$ cat src/rtl/square_sequencer.sv
// Tone scheduler: queues (period, duration) notes and plays them in order by
// driving a square-wave generator's period and active-high reset.
module square_sequencer #(
  parameter int DEPTH    = 4,
  parameter int TICK_DIV = 12000
) (
  input  logic                     clk,
  input  logic                     resetq,
  input  logic                     wr_valid,
  output logic                     wr_ready,
  input  logic [15:0]              wr_period,
  input  logic [15:0]              wr_dur,
  input  logic                     flush,
  input  logic                     pause,
  output logic [15:0]              period,
  output logic                     sq_reset,
  output logic                     busy,
  output logic [$clog2(DEPTH):0]   level
);

  localparam int PW  = $clog2(DEPTH);
  localparam int LW  = PW + 1;
  localparam int PSW = $clog2(TICK_DIV);

  typedef enum logic [1:0] {IDLE, PLAY, PAUSED} state_t;

  state_t          r_state;
  logic [15:0]     r_fifo_period [DEPTH];
  logic [15:0]     r_fifo_dur    [DEPTH];
  logic [PW-1:0]   r_wptr;
  logic [PW-1:0]   r_rptr;
  logic [LW-1:0]   r_level;
  logic [PSW-1:0]  r_presc;
  logic [15:0]     r_remain;
  logic [15:0]     r_period;
  logic            r_sq_reset;

  logic            w_push;
  logic            w_tick_end;
  logic            w_note_end;
  logic            w_start;
  logic [15:0]     w_head_period;
  logic [15:0]     w_head_dur;

  assign wr_ready      = (r_level != LW'(DEPTH)) && !flush;
  assign w_push        = wr_valid && wr_ready;
  assign w_head_period = r_fifo_period[r_rptr];
  assign w_head_dur    = r_fifo_dur[r_rptr];
  assign w_tick_end    = (r_presc == PSW'(TICK_DIV - 1));
  assign w_note_end    = (r_state == PLAY) && !pause && w_tick_end && (r_remain == 16'd1);
  // A pop happens from IDLE or at the very end of a note, so back-to-back notes have no gap.
  assign w_start       = !flush && (r_level != '0) && ((r_state == IDLE) || w_note_end);

  assign period   = r_period;
  assign sq_reset = r_sq_reset;
  assign level    = r_level;
  assign busy     = (r_state != IDLE) || (r_level != '0);

  // Note storage holds data only; validity is tracked by the pointers and level.
  always_ff @(posedge clk) begin
    if (w_push) begin
      r_fifo_period[r_wptr] <= wr_period;
      r_fifo_dur[r_wptr]    <= wr_dur;
    end
  end

  always_ff @(posedge clk) begin
    if (!resetq || flush) begin
      r_wptr  <= '0;
      r_rptr  <= '0;
      r_level <= '0;
    end else begin
      if (w_push)  r_wptr <= r_wptr + PW'(1);
      if (w_start) r_rptr <= r_rptr + PW'(1);
      case ({w_push, w_start})
        2'b10:   r_level <= r_level + LW'(1);
        2'b01:   r_level <= r_level - LW'(1);
        default: r_level <= r_level;
      endcase
    end
  end

  always_ff @(posedge clk) begin
    if (!resetq || flush) begin
      r_state    <= IDLE;
      r_period   <= 16'd0;
      r_sq_reset <= 1'b1;
      r_presc    <= '0;
      r_remain   <= 16'd0;
    end else if (w_start) begin
      r_state    <= PLAY;
      r_period   <= w_head_period;
      r_sq_reset <= 1'b1;
      r_presc    <= '0;
      r_remain   <= (w_head_dur == 16'd0) ? 16'd1 : w_head_dur;
    end else begin
      case (r_state)
        IDLE: begin
          r_sq_reset <= 1'b1;
        end
        PLAY: begin
          if (pause) begin
            r_state    <= PAUSED;
            r_sq_reset <= 1'b1;
          end else begin
            // Rests keep the generator held in reset for their whole length.
            r_sq_reset <= (r_period == 16'd0);
            if (w_tick_end) begin
              r_presc <= '0;
              if (r_remain == 16'd1) begin
                r_state    <= IDLE;
                r_period   <= 16'd0;
                r_sq_reset <= 1'b1;
                r_remain   <= 16'd0;
              end else begin
                r_remain <= r_remain - 16'd1;
              end
            end else begin
              r_presc <= r_presc + PSW'(1);
            end
          end
        end
        PAUSED: begin
          if (!pause) begin
            r_state    <= PLAY;
            r_sq_reset <= (r_period == 16'd0);
          end else begin
            r_sq_reset <= 1'b1;
          end
        end
        default: begin
          r_state    <= IDLE;
          r_period   <= 16'd0;
          r_sq_reset <= 1'b1;
        end
      endcase
    end
  end

endmodule

$ cat config.mk
export PLATFORM = sky130hd
export DESIGN_NAME = square_sequencer
export DESIGN_NICKNAME = d
export VERILOG_FILES = /design/src/rtl/square_sequencer.sv
export SDC_FILE = /design/constraint.sdc
export NUM_CORES = 1
export LEC_CHECK = 0
export ABC_CLOCK_PERIOD_IN_PS = 3740
export BUFFER_PORTS_ARGS = -buffer_cell sky130_fd_sc_hd__buf_2
export CAP_MARGIN = 30
export CORE_UTILIZATION = 55
export CTS_CLUSTER_DIAMETER = 200
export DETAILED_ROUTE_END_ITERATION = 8
export PLACE_DENSITY = 0.74
export SLEW_MARGIN = 5
export SYNTH_ARGS = -nofsm -noshare
export SYNTH_HDL_FRONTEND = slang
export SYNTH_SLANG_ARGS = --single-unit
$ cat constraint.sdc
create_clock -name clk -period 3.74 [get_ports clk]
set_input_delay 0.748 -clock clk [delete_from_list [all_inputs] [get_ports clk]]
set_output_delay 0.748 -clock clk [all_outputs]
set_load 0.1 [all_outputs]
==> results_dict.tcl <==
set metrics [dict create \
    fin_ws_ps 260 \
    ant_nets 0 \
    placed_area_mm2 0.00808 \
    yosys_warnings 0 \
    cts_tree "yes" \
    diodes 0 \
    yosysSeqAreaShare 0.660 \
    grt_pass1_vias 4648 \
    io_buffers 58 \
    initial_utilization 0.568 \
    clock-root-buffer "clkbuf_16" \
    endpoint "level[2]" \
    layout_common_cells "edfxtp_1, buf_2, dfxtp_1, nor2_1, mux4_2" \
    cts_setup_buffers 0 \
    r2r_start "r_remain[2]" \
    hp-class "flop to flop" \
    period_share 0.930 \
    layout.nets 632 \
    synth-edff-count 128 \
    crit_path_start_kind "flop" \
    synth_area_leaders "edfxtp_1, dfxtp_1, mux4_2" \
    synth_fp_nets 564 \
    rrSetupSlack_ps 260 \
    slew_viol_final 0 \
    cts.sinks 186 \
    antenna_found_initial 0 \
    final_cell_area_mm2 0.00867 \
    syn_area_mm2 0.00758 \
    htree_levels 4 \
    r2r_cells 10 \
    synth_area_per_cell_um2 14.7 \
    pre_cts_slack_ps 246 \
    worst_pin_slew_ps 864 \
    worstReg2RegEnd "level[2]" \
    cts-buffers-inserted 17 \
    powerDensity_mw_per_mm2 482 \
    ios 59 \
    layout_commonest_cell "edfxtp_1" \
    finalCoreUtilization 0.649 \
    status "finished clean" \
    cts_resized 0 \
    first_pass_iters 4 \
    synth_area_leader_cell "edfxtp_1" \
    coreArea_mm2 0.0133 \
    crit_path_end_kind "flop" \
    fin_skew_ps 15.0 \
    finalHoldViolations 0 \
    crit_arrival_ps 3840 \
    syn_to_final_growth_pct 14.3 \
    grt_overflow_total 0 \
    cp.required_ps 4100 \
    fin_tns_setup_ps 0 \
    cts.clk_slew.worst_paths_ps 70 \
    cts_max_path_buffers 2 \
    vias_per_cell 5.97 \
    wirelength_um 15100 \
    drt-initial-drc-count 313 \
    rsz0062_at_grt "false" \
    grt_pass1_wl_um 24000 \
    leakagePower_nw 2.97 \
    cp_max_fo 6 \
    fin_crit_ps 3480 \
    syn_inst 515 \
    crit_path_start "r_remain[2]" \
    rows 42 \
    slew_headroom 0.423 \
    die-area_mm2 0.0143 \
    die_w_um 119 \
    holdBufCountCts 0 \
    hpwl_um 9630 \
    drt-wirelength-per-cell_um 19.5 \
    drive_above_1_share 0.248 \
    ir_drop_mv 0.343 \
    num_vias 4606 \
    synth.top_cell.area_share 0.507 \
    remaining_drc_errors 0 \
    grt_max_degree 33 \
    synthArstFlopShare 0 \
    max_freq_mhz 287 \
    synthFlopType "edfxtp_1" \
    grt_usage 0.225 \
    ys_ff_latch 186 \
    synth.distinct_cells 49 \
    n_fill_cell 946 \
    drv_cap 0 \
    gp_congestion 0.888 \
    die_h_um 119 \
    worstSetupPathType "flop to flop" \
    setup_viol 0 \
    worstSkewPairLatency_ps 430 \
]
-- registers in the layout (all words and copies together) (netlist names), named ones only --
signal / count
r_wptr: 2
r_fifo_period: 64
r_remain: 16
r_fifo_dur: 64
r_rptr: 2
period: 16
r_presc: 14
sq_reset: 1
r_state: 2
level: 3
-- logic make-up (layout without fill, tap and decap cells) --
kind of cell	count (synthesis)	in the layout	synth area share
xor gates and xnor gates	23	23	0.0266
AOI/OAI and AO/OA	79	79	0.0705
and+or+nand+nor	145	145	0.102
adders and majority gates	12	12	0.0208
DFF	186	186	0.660
buffers and inverters	34	115	0.0198
muxes	36	36	0.100
-- synthesized netlist by cell type (all sizes together) (2+ instances only) --
| library cell | n |
|---|---|
| xor2 | 10 |
| or4 | 3 |
| o22ai | 7 |
| o21ai | 23 |
| nand3 | 10 |
| and4 | 2 |
| xnor2 | 13 |
| or2 | 5 |
| or3 | 4 |
| nor2 | 47 |
| mux4 | 32 |
| edfxtp | 128 |
| nor2b | 3 |
| and2 | 5 |
| a21oi | 13 |
| nand3b | 2 |
| dfxtp | 58 |
| nand2 | 18 |
| clkbuf | 14 |
| a22oi | 6 |
| a22o | 16 |
| ha | 11 |
| nor4 | 16 |
| buf | 5 |
| nor3 | 8 |
| o31a | 2 |
| nor4b | 4 |
| and3 | 9 |
| inv | 15 |
| o211ai | 4 |
| nand4 | 2 |
| nand2b | 4 |
| mux2i | 4 |
| a31oi | 2 |
-- through the flow --
stage | std cells | power, mW | hold WS (ps)
floorplan | 515 | 2.40 | 448
CTS | 772 | 4.21 | 478
global route | 772 | 4.30 | 515
global placement | 740 | 2.47 | 465
finish | 772 | 4.18 | 477
detailed placement | 740 | 2.47 | 469
-- routing by layer --
metal  vias to the layer above  part of all wire  GRT usage
met5                         -                 0          0
met4                         0             0.011     0.0734
met3                        11             0.055     0.0546
met2                       147              0.51      0.375
met1                      2317              0.43      0.292
li1                       2131                 -          -
-- worst max-delay path, stage by stage, from the launching register on --
cell and delay (ps):
dfxtp_1 370, or4_4 590, or4b_4 570, or4_4 490, nand2_2 170, ha_1 210, inv_1 60, fa_1 370
xor2_1 160, or3_1 300, a21oi_1 140
-- worst min path at each step --
stage	startpoint	to	slack (ps)	cells after the start
floorplan	r_presc[1]	r_presc[1]	450	2
global placement	r_presc[1]	r_presc[1]	470	2
detailed placement	r_presc[1]	r_presc[1]	470	2
CTS	r_presc[1]	r_presc[1]	480	2
global route	r_presc[1]	r_presc[1]	510	2
finish	r_presc[1]	r_presc[1]	480	2
-- where the power goes --
part           internal [mW]  total (mW)  switching [mW]
combinational         0.0675       0.196           0.129
clock                  0.944        1.75           0.807
sequential              2.22        2.23          0.0119
-- area by class of cell --
| type | count | area [µm²] | share of cell area |
|---|---|---|---|
| clock inverter | 15 | 159 | 0.0183 |
| clock buffer | 17 | 425 | 0.0491 |
| inverter | 15 | 56.3 | 0.00650 |
| timing repair buffer | 68 | 365 | 0.0422 |
| tap | 176 | 220 | 0.0254 |
| multi-input combinational | 295 | 2430 | 0.281 |
| sequential | 186 | 5010 | 0.578 |
Power figures use the tool's default switching activity.
